`src/rtl/imu_burst_reader.sv`:
```
// imu_burst_reader: reads 2*NUM_AXES consecutive I2C registers one byte at a
// time through a single-byte I2C master. It pairs the bytes into 16-bit samples
// and publishes all axes together with a one-cycle sample_valid strobe.
// Optional feature: define IMU_READER_WATCHDOG_EN to abort a transaction that
// gets no i2c_done within TIMEOUT_CYCLES clocks. The abort sets the sticky
// error flag.
module imu_burst_reader #(
  parameter logic [6:0] DEV_ADDR       = 7'h68,
  parameter logic [6:0] BASE_REG       = 7'h12,
  parameter int         NUM_AXES       = 3,
  parameter bit         LSB_FIRST      = 1'b1,
  parameter int         TIMEOUT_CYCLES = 4096
) (
  input  logic                    clk,
  input  logic                    rst,
  input  logic                    trigger,
  output logic                    busy,
  output logic                    sample_valid,
  output logic [16*NUM_AXES-1:0]  samples,
  output logic                    error,
  output logic                    i2c_start,
  output logic                    i2c_read_write,
  output logic [6:0]              i2c_slave_addr,
  output logic [6:0]              i2c_reg_addr,
  output logic [7:0]              i2c_data_in,
  input  logic [7:0]              i2c_data_out,
  input  logic                    i2c_busy,
  input  logic                    i2c_done
);

  localparam int         NUM_BYTES = 2 * NUM_AXES;
  localparam logic [2:0] LAST_IDX  = 3'(NUM_BYTES - 1);

  typedef enum logic [1:0] {
    IDLE    = 2'd0,
    ISSUE   = 2'd1,
    WAIT    = 2'd2,
    PUBLISH = 2'd3
  } state_t;

  state_t                 state_q, state_d;
  logic [2:0]             idx_q, idx_d;
  logic [7:0]             shadow_q [NUM_BYTES];
  logic [7:0]             shadow_d [NUM_BYTES];
  logic [16*NUM_AXES-1:0] samples_q, samples_d;
  logic [16*NUM_AXES-1:0] packed_next;
  logic                   accept;
  logic                   store_en;
  logic                   last_byte;
  logic                   timeout;

  // A new burst starts only from IDLE and only when the master is free
  assign accept    = (state_q == IDLE) && trigger && !i2c_busy;
  assign store_en  = (state_q == WAIT) && i2c_done;
  assign last_byte = (idx_q == LAST_IDX);

`ifdef IMU_READER_WATCHDOG_EN
  localparam int              WD_W    = $clog2(TIMEOUT_CYCLES + 1);
  localparam logic [WD_W-1:0] WD_LAST = WD_W'(TIMEOUT_CYCLES - 1);

  logic [WD_W-1:0] wd_q, wd_d;
  logic            error_q, error_d;

  // Cycle counter is held at zero outside WAIT, so each entry into WAIT starts from 0
  always_comb begin
    wd_d = '0;
    if (state_q == WAIT) begin
      wd_d = wd_q + 1'b1;
    end
  end

  // The last counted WAIT cycle without a done aborts the transaction; a done in that cycle still wins
  assign timeout = (state_q == WAIT) && !i2c_done && (wd_q == WD_LAST);

  // The error flag stays set until the next accepted trigger
  always_comb begin
    error_d = error_q;
    if (accept) begin
      error_d = 1'b0;
    end else if (timeout) begin
      error_d = 1'b1;
    end
  end

  // Watchdog registers
  always_ff @(posedge clk or posedge rst) begin
    if (rst) begin
      wd_q    <= '0;
      error_q <= 1'b0;
    end else begin
      wd_q    <= wd_d;
      error_q <= error_d;
    end
  end

  assign error = error_q;
`else
  assign timeout = 1'b0;
  assign error   = 1'b0;
`endif

  // Next-state and byte-index logic
  always_comb begin
    state_d = state_q;
    idx_d   = idx_q;
    case (state_q)
      IDLE: begin
        if (accept) begin
          idx_d   = '0;
          state_d = ISSUE;
        end
      end
      ISSUE: begin
        state_d = WAIT;
      end
      WAIT: begin
        if (i2c_done) begin
          if (last_byte) begin
            state_d = PUBLISH;
          end else begin
            idx_d   = idx_q + 3'd1;
            state_d = ISSUE;
          end
        end else if (timeout) begin
          state_d = IDLE;
        end
      end
      PUBLISH: begin
        state_d = IDLE;
      end
      default: begin
        state_d = IDLE;
      end
    endcase
  end

  // Capture the returned byte into its shadow slot; done strobes outside WAIT never land here
  always_comb begin
    for (int i = 0; i < NUM_BYTES; i++) begin
      shadow_d[i] = shadow_q[i];
      if (store_en && (idx_q == 3'(i))) begin
        shadow_d[i] = i2c_data_out;
      end
    end
  end

  // Pair the shadow bytes into samples. This uses the post-store view so the last
  // byte is included in the same cycle it arrives.
  generate
    for (genvar gi = 0; gi < NUM_AXES; gi++) begin : g_pack
      if (LSB_FIRST) begin : g_lsb_first
        assign packed_next[16*gi +: 16] = {shadow_d[2*gi+1], shadow_d[2*gi]};
      end else begin : g_msb_first
        assign packed_next[16*gi +: 16] = {shadow_d[2*gi], shadow_d[2*gi+1]};
      end
    end
  endgenerate

  // Samples load only when the final byte completes the burst, so they are
  // already stable in the PUBLISH cycle that strobes sample_valid
  always_comb begin
    samples_d = samples_q;
    if (store_en && last_byte) begin
      samples_d = packed_next;
    end
  end

  // State, index, shadow and sample registers
  always_ff @(posedge clk or posedge rst) begin
    if (rst) begin
      state_q   <= IDLE;
      idx_q     <= '0;
      samples_q <= '0;
      for (int i = 0; i < NUM_BYTES; i++) begin
        shadow_q[i] <= '0;
      end
    end else begin
      state_q   <= state_d;
      idx_q     <= idx_d;
      samples_q <= samples_d;
      for (int i = 0; i < NUM_BYTES; i++) begin
        shadow_q[i] <= shadow_d[i];
      end
    end
  end

  assign busy           = (state_q != IDLE);
  assign sample_valid   = (state_q == PUBLISH);
  assign samples        = samples_q;
  assign i2c_start      = (state_q == ISSUE);
  assign i2c_read_write = 1'b1;
  assign i2c_slave_addr = DEV_ADDR;
  assign i2c_reg_addr   = BASE_REG + {4'b0000, idx_q};
  assign i2c_data_in    = 8'h00;

endmodule

```
`config.mk`:
```
export PLATFORM = sky130hd
export DESIGN_NAME = imu_burst_reader
export DESIGN_NICKNAME = d
export VERILOG_FILES = /design/src/rtl/imu_burst_reader.sv
export SDC_FILE = /design/constraint.sdc
export NUM_CORES = 1
export LEC_CHECK = 0
export ABC_AREA = 0
export BUFFER_PORTS_ARGS = -buffer_cell sky130_fd_sc_hd__buf_2
export CAP_MARGIN = 25
export CORE_MARGIN = 2
export CORE_UTILIZATION = 50
export CTS_CLUSTER_SIZE = 16
export DETAILED_ROUTE_END_ITERATION = 6
export PLACE_DENSITY = 0.85
export SKIP_LAST_GASP = 1
export SYNTH_ARGS = -nofsm -noshare
export SYNTH_HDL_FRONTEND = slang
export SYNTH_SLANG_ARGS = --single-unit
```
`constraint.sdc`:
```
create_clock -name clk -period 3.2 [get_ports clk]
set_clock_uncertainty 0.05 [all_clocks]
set_input_delay 0.48 -clock clk [delete_from_list [all_inputs] [get_ports clk]]
set_output_delay 0.48 -clock clk [all_outputs]
set_load 0.005 [all_outputs]
```
; Word level (Yosys, flattened, before mapping)
; Index checks and enable logic that the tools add are counted.
[totals]
register_bits = 101
latch_bits = 0
ram_bits = 0
mem_bits_ro = 0
output_inout_bits = 75
word_cells = 52
mem_count = 0
[op_classes]
addsub = 2
mul = 0
n_div = 0
magnitude_cmp = 0
n_eq_ne = 11
n_shift = 0
n_mux = 14
bitwise_logic = 0
n_reduce_logical = 16
[op_table]
columns = cell, count
row1 = 8-bit two-way mux, 6
row2 = 1-bit logical AND, 9
row3 = 3-bit two-way mux, 3
row4 = 2-bit one-hot mux with 4 select lines, 1
row5 = 5-bit by 3-bit adder with 6-bit output (first input constant), 1
row6 = 3-bit by 2-bit equality test with 1-bit output (second input constant), 2
row7 = 3-bit equality test (second input constant), 2
row8 = 2-bit two-way mux, 3
row9 = 2-bit != test (second input constant), 3
row10 = 3-bit one-hot mux with 2 select lines, 1
row11 = 2-bit equality test (second input constant), 2
row12 = 4-bit AND reduction, 1
row13 = 2-bit nonzero test, 2
row14 = 3-bit by 1-bit adder with 3-bit output (second input constant), 1
row15 = 3-bit by 1-bit equality test with 1-bit output (second input constant), 1
row16 = 3-bit logical NOT, 1
row17 = 2-bit by 1-bit equality test with 1-bit output (second input constant), 1
row18 = 2-bit logical NOT, 1
row19 = 2-bit AND reduction, 1
row20 = 1-bit logical NOT, 1

; Depth between registers and ports, before layout
; Gate-level depths: netlist of run 1.
[depth]
word_depth = 5
mapped_depth = 6
depth_no_buf = 5

; Worst setup path before layout of run 1
; Ideal clock, no wire load.
[synth_timing]
kind = flip-flop to flip-flop
start = register idx_q[1]
end = register shadow_q[10] (netlist name)
setup_time_ns = 0.125
arrival_time_ns = 1.543
required_time_ns = 3.025
path_slack_ns = 1.482
path_stages_with_launch = 6
path_buffers = 0
cell_sequence = dfrtp_1 -> inv_1 -> ha_1 -> nand2_2 -> nor2_2 -> mux2_2
[synth_via]
elab_chain_len = 3
[synth_rtl]
columns = item, line
row1 = "start, declared", 42  ; logic [2:0] idx_q, idx_d;
row2 = "start signal, assigned", 179  ; idx_q <= idx_d;
row3 = 3-bit equality test, 141  ; if (store_en && (idx_q == 3'(i))) begin
row4 = 1-bit logical AND, 141
row5 = 8-bit two-way mux, 141
row6 = via packed_next[34], 46  ; logic [16*NUM_AXES-1:0] packed_next;
row7 = "end signal, assigned by index", 182  ; shadow_q[i] <= shadow_d[i];
row8 = "end, declared", 43  ; logic [7:0] shadow_q [NUM_BYTES];
; The timed path passes the listed nets, and every way through them passes these cells.
; A chain may end at the register's enable or synchronous reset.

; Final worst setup path of run 1
[layout_timing]
start = register idx_q[1]
end = register samples_q[17], in the netlist samples[17]
[layout_via]
elab_chain_len = 3
word_cells_on_any_way = 5
classes_between = eq/ne (2) / mux (1) / reduce/logical (2)
[layout_rtl]
columns = item, line
row1 = 3-bit by 2-bit equality test with 1-bit output, 141
row2 = 1-bit logical AND, 141
row3 = 8-bit two-way mux, 141
row4 = "end signal, assigned", 180  ; samples_q <= samples_d;
row5 = "end, declared", 45  ; logic [16*NUM_AXES-1:0] samples_q, samples_d;
; Parallel ways exist; a longest one is shown, timed or not.

==> reports/results.tsv, run 1 <==
metric	value	unit
status	complete, no violations	
yosys_register_bits	93	
final_cell_mix	93 x dfrtp_1, 67 x buf_2, 54 x mux2_2	
viasPerCell	5.31	
avgSynthCellArea	14.0	um^2
finalHoldViolCount	0	
critPathKind	flip-flop to flip-flop	
die_h	94.1	um
syn_inst	290	
maxSlewViolCount	0	
met2_length	3940	um
combPwrFrac	0.289	
yosysUniqueCellTypes	32	
die_w	94.1	um
synth_area_leaders	dfrtp_1 57%, mux2_2 15%, mux2_4 6.3%	
power_density	820	mW/mm^2
synth_top_area_cell	dfrtp_1	
n_antenna_cell	0	
setup_tns	0	ps
synth.area.mux_share	0.255	
synth-simple-area-share	0.0358	
drt_drc_violations_left	0	
synth_compound_area_frac	0.0499	
end_kind	flip-flop	
cp-start-kind	flip-flop	
synth_edf_count	0	
vias	2437	
seq_power_share	0.494	
clock_latency	350	ps
vdd_drop_max	0.441	mV
required	3390	ps
cap_violations	0	
grt_pass1_wl	12600	um
max_stage_delay	510	ps
postCtsSetupBuffers	0	
die_area	0.00885	mm^2
highest_layer	met4	
worst_pin_slew	855	ps
core-area	0.00781	mm^2
synth_top_flop_cell	dfrtp_1	
finalSetupViolations	0	
switching_power	0.00112	W
boundaryPins	88	
cts_resized	0	
gr-usage-all-layers	0.190	
clock.fmax	455	MHz
min_period_over_period	0.686	
cts_sinks	93	
dr.pass1.iters	4	
path_clk_slew	90	ps
crit_slowest_cell	nor2_2	
yosys_warnings	0	
portBuffers	67	
first_iter_violations	98	
hold_slack	214	ps
cts_inserted_buffers	9	
synth-xor-area-share	0	
wl_per_cell	17.4	um
fillers	655	
placementRows	32	
met1_length	3580	um
leakage	2.45	nW
antenna_found_initial	0	
seq_area_frac_synth	0.573	
final_layout_size_suffix_gt1_frac	0.468	
overflow	0	
synthArstFlopShare	1.00	
clockPowerShare	0.217	
internal_power	0.00264	W
p_sw_frac	0.298	
layout_commonest_cell	dfrtp_1	
path_buf_inv	1	
grt_max_degree	51	
synth_top_area_frac	0.573	
max_slew_margin	0.429	
drt-total-wl	7990	um
min_path_type	primary input to async pin	
synth_top_family_by_area	multiplexers	
h-tree-depth	3	
place_congestion	0.799	
hpwl	5280	um
grt_pass1_vias	2404	
crit_family	simple AND/OR/NAND/NOR gates	
crit_fanout	11	
synth_area	0.00406	mm^2
cts_tree	done	
grt_setup_unrepaired	no	
wl_met3	384	um
path_cells	inv_1 -> ha_1 -> nand2_1 -> nor2_2 -> mux2_2	
synthAdderAreaFrac	0.0185	
drt.antenna.violating_nets	0	
nNetsFinal	371	
crit_arrival	2390	ps
cts_buffer_depth	2	
cts-root-buf	clkbuf_8	
min_period	2200	ps
area_delta_synth_final	13.0	%
ctsHoldBuffers	0	
start_util	0.520	
==> power groups by stage <==
stage | Sequential, W | Combinational, W | Clock (W)
after floorplan | 0.00182 | 0.000762 | 0
after global placement | 0.00185 | 0.00105 | 0
after detailed placement | 0.00187 | 0.00109 | 0
after CTS | 0.00186 | 0.00110 | 0.000826
after global routing | 0.00191 | 0.00120 | 0.000872
final | 0.00186 | 0.00109 | 0.000815
==> state kept, by name (all words and copies together) (netlist names) <==
signal and cells:
shadow_q 40, samples 48, state_q 2, idx_q 3
==> logic make-up (layout without fill, tap and decap cells) <==
logic type / Yosys count / count (layout)
AO/OA/AOI/OAI: 39 / 39
AND/OR/NAND/NOR: 21 / 21
adder cells (fa/ha/maj): 6 / 6
multiplexers: 88 / 88
flip-flops: 93 / 93
other: 2 / 20
buffers and inverters: 41 / 90
==> Yosys cell counts (all sizes together) (2+ instances only) <==
cell    instances
dfrtp          93
mux2           72
clkbuf          4
ha              6
nand3           3
mux2i          16
a21oi           2
nor2            2
conb            2
o21ai          33
nand2b          2
nand2           6
buf            33
or2             2
inv             4
==> final cells by class <==
class	instances	area (um^2)	area share
inverters	4	16.3	0.00355
well taps	102	128	0.0278
multi-input cells	174	1530	0.334
repair buffers	70	370	0.0808
clock buffers	13	169	0.0368
flip-flops and latches	93	2330	0.508
clock inverters	3	42.5	0.00928
==> layer usage <==
metal  vias to the layer above  track usage
met3                        10       0.0313
met2                        89        0.317
li1                       1091            -
met5                         -            0
met1                      1247        0.253
met4                         0       0.0652
==> worst paths after layout <==
path                               from           end  slack [ps]  cells past startpoint
min in group clk               i2c_done    state_q[1]         450                      3
min                                 rst    samples[4]         210                      2
max                            idx_q[1]   samples[17]        1000                      5
max in group asynchronous           rst    state_q[0]        2170                      3
min reg2reg                shadow_q[39]  shadow_q[39]         450                      1
max reg2reg                    idx_q[1]   samples[17]        1000                      5
==> worst reg2reg max path: stages, from the launching register on <==
cell,delay [ps]
dfrtp_1,460
inv_1,170
ha_1,340
nand2_1,150
nor2_2,510
mux2_2,410
==> through the flow <==
step	area, um^2	setup WS [ps]	cells	util	total power [W]
floorplan	4130	250	308	-	0.00258
global placement	4370	1150	443	0.560	0.00290
detailed placement	4370	1050	443	0.560	0.00297
CTS	4590	1030	459	0.587	0.00378
global route	4590	908	459	0.587	0.00399
finish	4590	1000	459	0.587	0.00376
No activity file was read; power rests on OpenSTA's default activity.
==> inputs of run 2 (changes only) <==
--- a/config.mk
+++ b/config.mk
@@ -9,10 +9,10 @@
 export BUFFER_PORTS_ARGS = -buffer_cell sky130_fd_sc_hd__buf_2
 export CAP_MARGIN = 25
 export CORE_MARGIN = 2
-export CORE_UTILIZATION = 50
+export CORE_UTILIZATION = 49
 export CTS_CLUSTER_SIZE = 16
 export DETAILED_ROUTE_END_ITERATION = 6
-export PLACE_DENSITY = 0.85
+export PLACE_DENSITY = 0.87
 export SKIP_LAST_GASP = 1
 export SYNTH_ARGS = -nofsm -noshare
 export SYNTH_HDL_FRONTEND = slang
==> constraint.sdc (replaced) <==
create_clock -name clk -period 1.8 [get_ports clk]
set_clock_uncertainty 0.05 [all_clocks]
set_input_delay 0.27 -clock clk [delete_from_list [all_inputs] [get_ports clk]]
set_output_delay 0.27 -clock clk [all_outputs]
set_load 0.005 [all_outputs]
==> run 2 against run 1 <==
Compared with the run above:
- hold slack better by 6.8 ps
- critical path depth up 1
- fmax grew 25%
- non-clock buffer count increased by 10
- sequential share of layout area fell by 0.92 points
- register-to-register slack lost 960 ps
- via count grew 0.12%
- cell area rose by 1.9%
- worst setup slack got worse by 960 ps
- clock power up 56%
- cell count rose by 2.8%
- critical endpoint is now samples[19]
- largest power group unchanged
==> reports/results.tsv, run 2 (synthesis gave the netlist of run 1 again) <==
metric	value	unit
hold_slack	221	ps
layout_commonest_cell	dfrtp_1	
drt_drc_violations_left	0	
place_inst	454	
antenna_found_initial	0	
die_h	95.0	um
vdd_drop_max	0.691	mV
power_density	1410	mW/mm^2
largest_reg_flops	48	
cts_sinks	93	
drt-total-wl	8210	um
fillers	659	
hpwl	5490	um
die_area	0.00903	mm^2
gr-usage-all-layers	0.196	
grt_pass1_wl	13000	um
hold_depth	3	
nNetsFinal	381	
status	complete, no violations	
start_util	0.499	
area_delta_synth_final	15.1	%
fin_cells	472	
path_clk_slew	90	ps
rrSetupSlack	40	ps
min_period	1760	ps
grt_pass1_vias	2510	
cap_violations	0	
dr.pass1.iters	4	
die_w	95.0	um
grt_max_degree	71	
critPathKind	flip-flop to flip-flop	
boundaryPins	88	
r2r-end	samples[19]	
max_slew_margin	0.604	
cts_tree	done	
post-route-util	0.575	
end_kind	flip-flop	
worst_pin_slew	588	ps
viasPerCell	5.17	
drt.antenna.violating_nets	0	
cts_buffer_depth	2	
vias	2440	
h-tree-depth	3	
cts-root-buf	clkbuf_8	
worstHoldStart	i2c_done	
holdPathEnd	state_q[1]	
portBuffers	67	
crit_fanout	11	
core-area	0.00813	mm^2
leakage	2.48	nW
finalSetupViolations	0	
cp-start-kind	flip-flop	
clock.fmax	569	MHz
finalHoldViolCount	0	
final_layout_size_suffix_gt1_frac	0.488	
min_period_over_period	0.976	
place_congestion	0.837	
r2r_start	idx_q[1]	
cts_inserted_buffers	9	
first_iter_violations	83	
overflow	0	
crit_arrival	1950	ps
maxSlewViolCount	0	
final_cell_mix	92 x dfrtp_1, 67 x buf_2, 54 x mux2_2	
placementRows	33	
required	1990	ps
clock_latency	360	ps
n_antenna_cell	0	
rr_worst_depth	6	
wl_per_cell	17.4	um
min_path_type	primary input to flip-flop	
-- run 2: final cells by class --
cell class,count,area [um^2],share of cell area
repair buffers,80,473,0.101
multi-input cells,174,1540,0.330
inverters,4,18.8,0.00402
clock inverters,3,20.0,0.00428
clock buffers,13,159,0.0340
flip-flops and latches,93,2330,0.498
well taps,105,131,0.0281
-- run 2: power by group --
part	internal (W)	switching (W)	total, W
Combinational	0.00116	0.000872	0.00204
Sequential	0.00284	0.000465	0.00331
Clock	0.000577	0.000689	0.00127
Total	0.00458	0.00203	0.00661
-- run 2: repair_timing --
action / in CTS / in global routing
cloned: 0 / 0
setup endpoints to repair: 9 / 25
endpoints found under the hold margin: 93 / 0
resized for setup: 2 / 3
hold buffers: 1 / 0
setup buffers: 0 / 1
pin swaps: 0 / 1
-- run 2: layer usage --
| layer | vias up | track usage | routed length, um |
|---|---|---|---|
| met5 | - | 0 | 0 |
| met4 | 0 | 0.0592 | 155 |
| met3 | 14 | 0.0553 | 455 |
| met2 | 89 | 0.320 | 3990 |
| met1 | 1224 | 0.255 | 3610 |
| li1 | 1113 | - | - |
-- run 2: stage by stage --
stage	total power (W)	setup TNS, ps	worst slack, ps	area, um^2
after detailed placement	0.00534	0	13.9	4470
after global placement	0.00521	0	96.9	4470
after CTS	0.00663	0	60.7	4660
final	0.00661	0	43.5	4670
after floorplan	0.00458	0	81.7	4130
after global routing	0.00703	-62.7	-10.5	4670
-- run 2: worst max-delay path by stage --
stage | startpoint | end | slack (ps) | cells after the start
floorplan | idx_q[1] | shadow_q[10] | 80 | 5
global route | idx_q[1] | samples[17] | -10 | 6
global placement | idx_q[1] | shadow_q[8] | 100 | 6
CTS | idx_q[1] | samples[19] | 60 | 6
finish | idx_q[1] | samples[19] | 40 | 6
detailed placement | idx_q[1] | shadow_q[9] | 10 | 6
-- run 2: worst max-delay path: stages (launching register included) --
cell and delay, ps:
dfrtp_1 420, inv_2 90, ha_2 250, nand2_1 120, nor2_2 200, buf_12 170, mux2_2 340
